`config.mk`:
```
export PLATFORM = sky130hd
export DESIGN_NAME = fir_mac_scheduler
export DESIGN_NICKNAME = d
export VERILOG_FILES = /design/src/rtl/fir_pkg.sv /design/src/rtl/fir_mac_unit.sv /design/src/rtl/fir_mac_scheduler.sv
export SDC_FILE = /design/constraint.sdc
export NUM_CORES = 2
export LEC_CHECK = 0
export CORE_MARGIN = 8
export CORE_UTILIZATION = 65
export CTS_BUF_LIST = sky130_fd_sc_hd__clkbuf_8
export CTS_CLUSTER_DIAMETER = 30
export DETAILED_ROUTE_END_ITERATION = 10
export DONT_BUFFER_PORTS = 1
export PLACE_DENSITY = 0.81
export SKIP_CTS_REPAIR_TIMING = 1
export SYNTH_ARGS = -nofsm -noshare
export SYNTH_HDL_FRONTEND = slang
export SYNTH_HIERARCHICAL = 1
export SYNTH_SLANG_ARGS = --single-unit
```
`constraint.sdc`:
```
create_clock -name clk -period 8.75 [get_ports clk]
set_clock_uncertainty 0.05 [all_clocks]
set_input_delay 1.75 -clock clk [delete_from_list [all_inputs] [get_ports clk]]
set_output_delay 1.75 -clock clk [all_outputs]
set_load 0.02 [all_outputs]
```
`src/rtl/fir_pkg.sv`:
```
// Shared constants and types for the time-multiplexed I/Q FIR: coefficient set,
// FSM state encoding and the rounding/saturation constants.
package fir_pkg;

  localparam int DATA_W = 16;
  localparam int TAPS   = 17;
  localparam int TAP_W  = $clog2(TAPS);
  localparam int FRAC_W = 16;

  // Half an LSB of the 16.0 result, expressed in accumulator (0.16-scaled) units.
  localparam int RND_BIAS = 1 << (FRAC_W - 1);
  localparam int SAT_MAX  = 32767;
  localparam int SAT_MIN  = -32768;

  typedef logic signed [DATA_W-1:0] coef_t;

  // Low-pass taps in 0.16 format, symmetric, DC gain 65535/65536.
  localparam coef_t COEF [TAPS] = '{
    16'sd166,  16'sd376,  16'sd964,  16'sd2062, 16'sd3636, 16'sd5468,
    16'sd7202, 16'sd8445, 16'sd8897, 16'sd8445, 16'sd7202, 16'sd5468,
    16'sd3636, 16'sd2062, 16'sd964,  16'sd376,  16'sd166
  };

  typedef enum logic [1:0] {
    IDLE  = 2'd0,
    MAC   = 2'd1,
    DRAIN = 2'd2,
    OUT   = 2'd3
  } state_t;

endpackage

```
`src/rtl/fir_mac_unit.sv`:
```
// Registered 16x16 multiply feeding a single accumulator, plus the
// round-half-up and saturate stage that turns the accumulator into a 16.0 sample.
module fir_mac_unit
  import fir_pkg::*;
#(
  parameter int WIDTH = DATA_W,
  parameter int ACC_W = 40
) (
  input  logic             clk,
  input  logic             rst,
  input  logic             clear,
  input  logic             mul_en,
  input  logic [WIDTH-1:0] coef,
  input  logic [WIDTH-1:0] sample,
  output logic [WIDTH-1:0] result
);

  logic signed [2*WIDTH-1:0] prod;
  logic                      prod_vld;
  logic signed [ACC_W-1:0]   acc;
  logic signed [ACC_W-1:0]   rounded;
  logic signed [ACC_W-1:0]   shifted;

  always_ff @(posedge clk) begin
    if (rst) begin
      prod     <= '0;
      prod_vld <= 1'b0;
      acc      <= '0;
    end else begin
      prod_vld <= mul_en;
      if (mul_en) prod <= $signed(coef) * $signed(sample);
      // The product lands one cycle after issue, so the add trails the multiply.
      if (clear)         acc <= '0;
      else if (prod_vld) acc <= acc + ACC_W'(prod);
    end
  end

  assign rounded = acc + ACC_W'(RND_BIAS);
  assign shifted = rounded >>> FRAC_W;

  always_comb begin
    result = shifted[WIDTH-1:0];
    if (shifted > ACC_W'(SAT_MAX))      result = WIDTH'(SAT_MAX);
    else if (shifted < ACC_W'(SAT_MIN)) result = WIDTH'(SAT_MIN);
  end

endmodule

```
`src/rtl/fir_mac_scheduler.sv`:
```
// Two-channel 17-tap FIR sharing one MAC: holding registers, round-robin
// arbitration, per-channel delay lines and the IDLE/MAC/DRAIN/OUT sequencer.
module fir_mac_scheduler
  import fir_pkg::*;
#(
  parameter int    WIDTH          = DATA_W,
  parameter int    ACC_W          = 40,
  parameter coef_t COEF_SET [TAPS] = COEF
) (
  input  logic             clk,
  input  logic             rst,
  input  logic [WIDTH-1:0] i_data_i,
  input  logic             i_valid_i,
  output logic             i_ready_o,
  input  logic [WIDTH-1:0] q_data_i,
  input  logic             q_valid_i,
  output logic             q_ready_o,
  output logic [WIDTH-1:0] data_o,
  output logic             ch_o,
  output logic             valid_o,
  output logic             busy_o,
  output logic [1:0]       state_o
);

  state_t           state, state_nx;
  logic             full_i, full_q;
  logic [WIDTH-1:0] hold_i, hold_q;
  logic [WIDTH-1:0] line_i [TAPS];
  logic [WIDTH-1:0] line_q [TAPS];
  logic             ptr, sel_ch;
  logic [TAP_W-1:0] k;
  logic             drain_cnt;
  logic             grant, grant_ch, mul_en, clear;
  logic [WIDTH-1:0] tap_sample, result;

  // Handshake: a sample transfers on any edge where valid and ready are both
  // high; ready is simply "holding register empty" and is cleared by the grant.
  assign i_ready_o = ~full_i;
  assign q_ready_o = ~full_q;
  assign busy_o    = (state != IDLE);
  assign state_o   = state;

  always_comb begin
    state_nx = state;
    grant    = 1'b0;
    grant_ch = ptr;
    mul_en   = 1'b0;
    clear    = 1'b0;
    case (state)
      IDLE: begin
        if (full_i || full_q) begin
          grant    = 1'b1;
          grant_ch = (full_i && full_q) ? ptr : full_q;
          clear    = 1'b1;
          state_nx = MAC;
        end
      end
      MAC: begin
        mul_en = 1'b1;
        if (k == TAP_W'(TAPS - 1)) state_nx = DRAIN;
      end
      DRAIN:   if (drain_cnt) state_nx = OUT;
      OUT:     state_nx = IDLE;
      default: state_nx = IDLE;
    endcase
  end

  always_ff @(posedge clk) begin
    if (rst) begin
      state     <= IDLE;
      k         <= '0;
      drain_cnt <= 1'b0;
      ptr       <= 1'b0;
      sel_ch    <= 1'b0;
    end else begin
      state <= state_nx;
      if (grant) begin
        sel_ch    <= grant_ch;
        ptr       <= ~grant_ch;
        k         <= '0;
        drain_cnt <= 1'b0;
      end
      if (state == MAC)   k         <= k + 1'b1;
      if (state == DRAIN) drain_cnt <= 1'b1;
    end
  end

  // A grant frees the register in the same edge, so a new arrival can only be
  // taken once ready has been seen high again.
  always_ff @(posedge clk) begin
    if (rst) begin
      full_i <= 1'b0;
      full_q <= 1'b0;
      hold_i <= '0;
      hold_q <= '0;
    end else begin
      if (grant && !grant_ch) full_i <= 1'b0;
      else if (i_valid_i && !full_i) begin
        full_i <= 1'b1;
        hold_i <= i_data_i;
      end
      if (grant && grant_ch) full_q <= 1'b0;
      else if (q_valid_i && !full_q) begin
        full_q <= 1'b1;
        hold_q <= q_data_i;
      end
    end
  end

  always_ff @(posedge clk) begin
    if (rst) begin
      for (int t = 0; t < TAPS; t++) begin
        line_i[t] <= '0;
        line_q[t] <= '0;
      end
    end else if (grant) begin
      if (!grant_ch) begin
        line_i[0] <= hold_i;
        for (int t = 1; t < TAPS; t++) line_i[t] <= line_i[t-1];
      end else begin
        line_q[0] <= hold_q;
        for (int t = 1; t < TAPS; t++) line_q[t] <= line_q[t-1];
      end
    end
  end

  assign tap_sample = sel_ch ? line_q[k] : line_i[k];

  fir_mac_unit #(
    .WIDTH (WIDTH),
    .ACC_W (ACC_W)
  ) u_mac (
    .clk    (clk),
    .rst    (rst),
    .clear  (clear),
    .mul_en (mul_en),
    .coef   (COEF_SET[k]),
    .sample (tap_sample),
    .result (result)
  );

  always_ff @(posedge clk) begin
    if (rst) begin
      data_o  <= '0;
      ch_o    <= 1'b0;
      valid_o <= 1'b0;
    end else begin
      valid_o <= (state == OUT);
      if (state == OUT) begin
        data_o <= result;
        ch_o   <= sel_ch;
      end
    end
  end

endmodule

```
---- Yosys cells after proc, flatten, opt, wreduce, memory -nomap -nowiden ----
Memories as Yosys holds them, arrays and structs flattened. A register that Yosys moved wholly into a read port is not among the register bits.
Cells that the tools add are included.
word-level totals
  word-level logic and storage cells ...... 158
  memories kept ........................... 3
  memory bits (writable) .................. 544
  bits in registers ....................... 135
  bits of input ports ..................... 36
  memory bits (read-only) ................. 512
  output and inout bits ................... 23
memories
  name             words  width  rd ports  clocked after memory_dff  wr ports  RTL line                  RTL
  (no name shown)  32     16     1         0                         0         fir_mac_scheduler.sv:137  .coef (COEF_SET[k]),
  line_i           17     16     17        1                         17        fir_mac_scheduler.sv:28   logic [WIDTH-1:0] line_i [TAPS];
  line_q           17     16     17        1                         17        fir_mac_scheduler.sv:29   logic [WIDTH-1:0] line_q [TAPS];
operators by class
  order comparisons ....................... 3
  add/sub/neg operators ................... 3
  reductions and logical operators ........ 19
  equal/unequal tests ..................... 7
  mux-type cells .......................... 67
  bitwise logic cells ..................... 40
  multipliers ............................. 1
operator list
  operator                                                  number
  two-way mux 16 bit                                        39
  adder 40 x 17 -> 40 bit, second input constant            1
  adder 40 x 32 -> 40 bit                                   1
  OR 1 bit                                                  34
  multiplier 16 x 16 -> 32 bit                              1
  two-way mux 5 bit                                         6
  > comparator 24 x 16 -> 1 bit, second input constant      1
  < comparator 24 x 16 -> 1 bit, second input constant      1
  two-way mux 1 bit                                         18
  case mux 2 bit (4 select lines)                           1
  greater-or-equal comparator 6 bit, second input constant  1
  two-way mux 2 bit                                         3
  inequality test 2 bit, second input constant              3
  inverter 5 -> 6 bit                                       1
  nonzero test 2 bit                                        3
  OR reduction 2 bit                                        3
  adder 5 x 1 -> 5 bit, second input constant               1
  == test 5 bit, second input constant                      1
  logical AND 1 bit                                         5
  inverter 1 bit                                            5
  == test 2 bit, second input constant                      2
  AND reduction 2 bit                                       2
  logical NOT 1 bit                                         3
  AND reduction 3 bit                                       1
  other kinds (3)                                           3

---- Logic depth before layout (Yosys ltp) ----
  word-level depth ........................ 9
  depth in mapped cells ................... 31
  gate-level depth less buffers ........... 28

---- Hierarchy ----
The synthesis kept the hierarchy.
modules (own cells, without submodules)
  module             times used  cells an instance  area an instance (um^2)  sequential area each (um^2)
  fir_mac_scheduler  1           1902               27111.0                  17677.0
  fir_mac_unit       1           1728               15099.5                  1461.4

---- Worst setup path before layout ----
No wires, ideal clock.
  path kind ............................... input-to-reg
  start ................................... in rst
  end ..................................... mem line_q[0][0] (netlist name), enable pin
  data required time ...................... 8.075 ns
  library setup time ...................... 0.625 ns
  path slack .............................. 0.761 ns
  data arrival time ....................... 7.314 ns
  cell stages on the path ................. 3
  buffers on the path ..................... 1
  cells stage by stage .................... clkbuf_1 a21oi_1 inv_1
RTL lines
  item                RTL line                 RTL
  start: declaration  fir_mac_scheduler.sv:11  input logic rst,
  end: declaration    fir_mac_scheduler.sv:29

==> results.json <==
{
  "cp-endpoint": "u_mac/prod[31]",
  "final_common_cell": "and2_1",
  "reg2reg_to": "u_mac/prod[31]",
  "io_buffers": 0,
  "period_minus_slack_ps": 8550,
  "crit_type": "reg2reg",
  "clock_latency_ps": 790,
  "cts_max_path_buffers": 3,
  "max-cap-violations": 0,
  "nets": 4085,
  "synth_edf_count": 544,
  "grt-ovfl-total": 0,
  "final_cell_mix": "and2_1 (680), edfxtp_1 (544), inv_1 (367)",
  "clkTransAtPathRegs_ps": 60,
  "cts_root_buf": "clkbuf_8",
  "drv_slew": 0,
  "initial_core_util": 0.656,
  "grt_pass1_vias": 28800,
  "clock.fmax_mhz": 117,
  "yosysSeqAreaShare": 0.453,
  "worst_slew_pin_slew_ps": 1200,
  "dieHeight_um": 271,
  "yosysWarnings": 6,
  "synthFlopType": "edfxtp_1",
  "gp_congestion": 0.900,
  "die_x_um": 271,
  "drtPass1Iterations": 8,
  "cts_made_buffers": 136,
  "dieArea_mm2": 0.0733,
  "fin_tns_setup_ps": 0,
  "ys_async_sr_fraction": 0,
  "crit_path_max_fanout": 17,
  "synth_area_per_cell_um2": 11.6,
  "worst_hold_path_type": "reg2reg",
  "syn_inst": 3630,
  "hold_violations": 0,
  "core_mm2": 0.0643,
  "cp_data_arrival_time_ps": 9160,
  "setup_violations": 0,
  "grtUsageTotal": 0.261,
  "rsz0062_at_grt": "no",
  "ant_nets": 0,
  "crit_path_end_kind": "flop",
  "ys_seq_elements": 684,
  "drc": 0,
  "outcome": "finished clean",
  "grt_pass1_wl_um": 154000,
  "cts_sinks": 684,
  "ctsHtreeMaxLevel": 4,
  "via_count": 27800,
  "grt_antenna_before_repair": 2,
  "detailed_place_hpwl_um": 66000,
  "synthDistinctLibCells": 82,
  "ios": 59,
  "hp-start": "hold_q[0]",
  "area_delta_synth_final_pct": 9.01,
  "cp-start-kind": "flop",
  "grt_start_max_net_pins": 273,
  "final_util": 0.715,
  "wl_per_cell_um": 20.6,
  "viasPerCell": 6.01,
  "whs_ps": 395,
  "ff2ff_path_depth": 26,
  "route.final.wire_length_um": 95000,
  "post-route-period-util": 0.978,
  "synth_area_mm2": 0.0422,
  "cts_tree": "yes",
  "worstPathRequired_ps": 9350,
  "slew_headroom": 0.202,
  "r2r_setup_slack_ps": 200,
  "rows": 93,
  "drive_gt1_frac": 0.102,
  "drtIter0Drc": 2815
}
==> cell usage after synthesis (all sizes together) (5+ instances only) <==
library cell  number  area, µm²
dfxtp            140       2800
a31oi              7       58.8
a41oi              5       43.8
mux4              68       1530
nand3             30        150
a22o              30        263
fa               263       5270
nand2            248        933
ha               134       1680
o31ai              8       60.1
inv              335       1260
buf               45        310
nor2             142        536
o21a              15        113
o21ai             60        304
o31a               5       43.8
nand2b            14       87.6
o21bai             8       60.1
clkbuf           156        597
nor2b             16        100
xor2              31        272
mux2i            190       1900
a221oi            62        543
o211ai             6       50.1
a21o              42        317
and4               7       65.1
a211oi            20        150
and3              10       62.6
and2             683       4280
o22ai             56        357
nand3b             5       37.5
nand4             13       87.6
edfxtp           544      16300
nor3              20        116
a21oi            110        551
xnor2             52        455
==> final cells by class <==
type	instances	area, µm²
flip-flops and latches	684	19100
well taps	855	1070
clock buffers	150	2060
repair buffers	73	627
clock inverters	99	806
inverters	337	1280
fillers	4292	18300
multi-input cells	2420	21000
diodes	1	2.50
==> cells by family (layout without fill, tap and decap cells) <==
| group | after synthesis | after routing | share of synthesized area |
|---|---|---|---|
| muxes | 258 | 258 | 0.0813 |
| xor gates and xnor gates | 83 | 83 | 0.0172 |
| AOI/OAI and AO/OA | 463 | 463 | 0.0762 |
| other | 1 | 15 | 0.0000888 |
| adders and majority gates | 397 | 397 | 0.164 |
| buffers and inverters | 539 | 659 | 0.0517 |
| and+or+nand+nor | 1205 | 1205 | 0.156 |
| DFF | 684 | 684 | 0.453 |
==> flip-flops by register name (all words and copies together), names as in the netlist, 2 cells and up, named ones only <==
name,cells
u_mac/prod,32
line_i,272
data_o,16
state_o,2
k,5
hold_q,16
hold_i,16
line_q,272
u_mac/acc,40
==> layer usage <==
metal | vias up | global-route usage | wire length (µm)
met1 | 13900 | 0.361 | 40400
met3 | 176 | 0.0703 | 8610
met5 | - | 0 | 13
met4 | 2 | 0.0920 | 2490
li1 | 12600 | - | -
met2 | 1166 | 0.399 | 43500
==> stage by stage <==
step / setup WS [ps] / cell area (µm²) / instances
6_report: 196 / 46000 / 4619
5_1_grt: 19.1 / 46000 / 4619
4_1_cts: 82.3 / 46000 / 4618
3_5_place_dp: 125 / 43100 / 4369
3_3_place_gp: 423 / 43100 / 4369
2_1_floorplan: 761 / 42300 / 3643
==> worst min-delay path by stage <==
stage                             to  slack [ps]  cells after the start
final                      hold_q[0]         390                      2
after CTS                  hold_i[3]         400                      2
after global routing       hold_q[0]         410                      2
after floorplan            hold_i[0]         380                      2
after detailed placement   hold_i[3]         390                      2
after global placement    hold_q[15]         380                      2
==> worst max-delay path, stage by stage, from the launching register on <==
cell	delay, ps
dfxtp_2	510
nor2b_2	210
buf_4	260
a22o_1	230
a221oi_1	570
o22ai_1	160
o22ai_1	720
buf_4	300
and2_1	170
fa_1	410
fa_1	460
fa_1	510
fa_1	430
fa_1	500
inv_1	50
fa_1	470
inv_1	50
ha_1	350
and3_1	220
nand3_1	130
inv_1	50
a221oi_1	320
o31a_1	240
o21ai_1	110
o31a_1	270
or3_1	360
a311oi_1	300
Power is left out: the tool's default activity adds up to more than one toggle a clock period on the data nets, which glitch-free logic cannot reach.
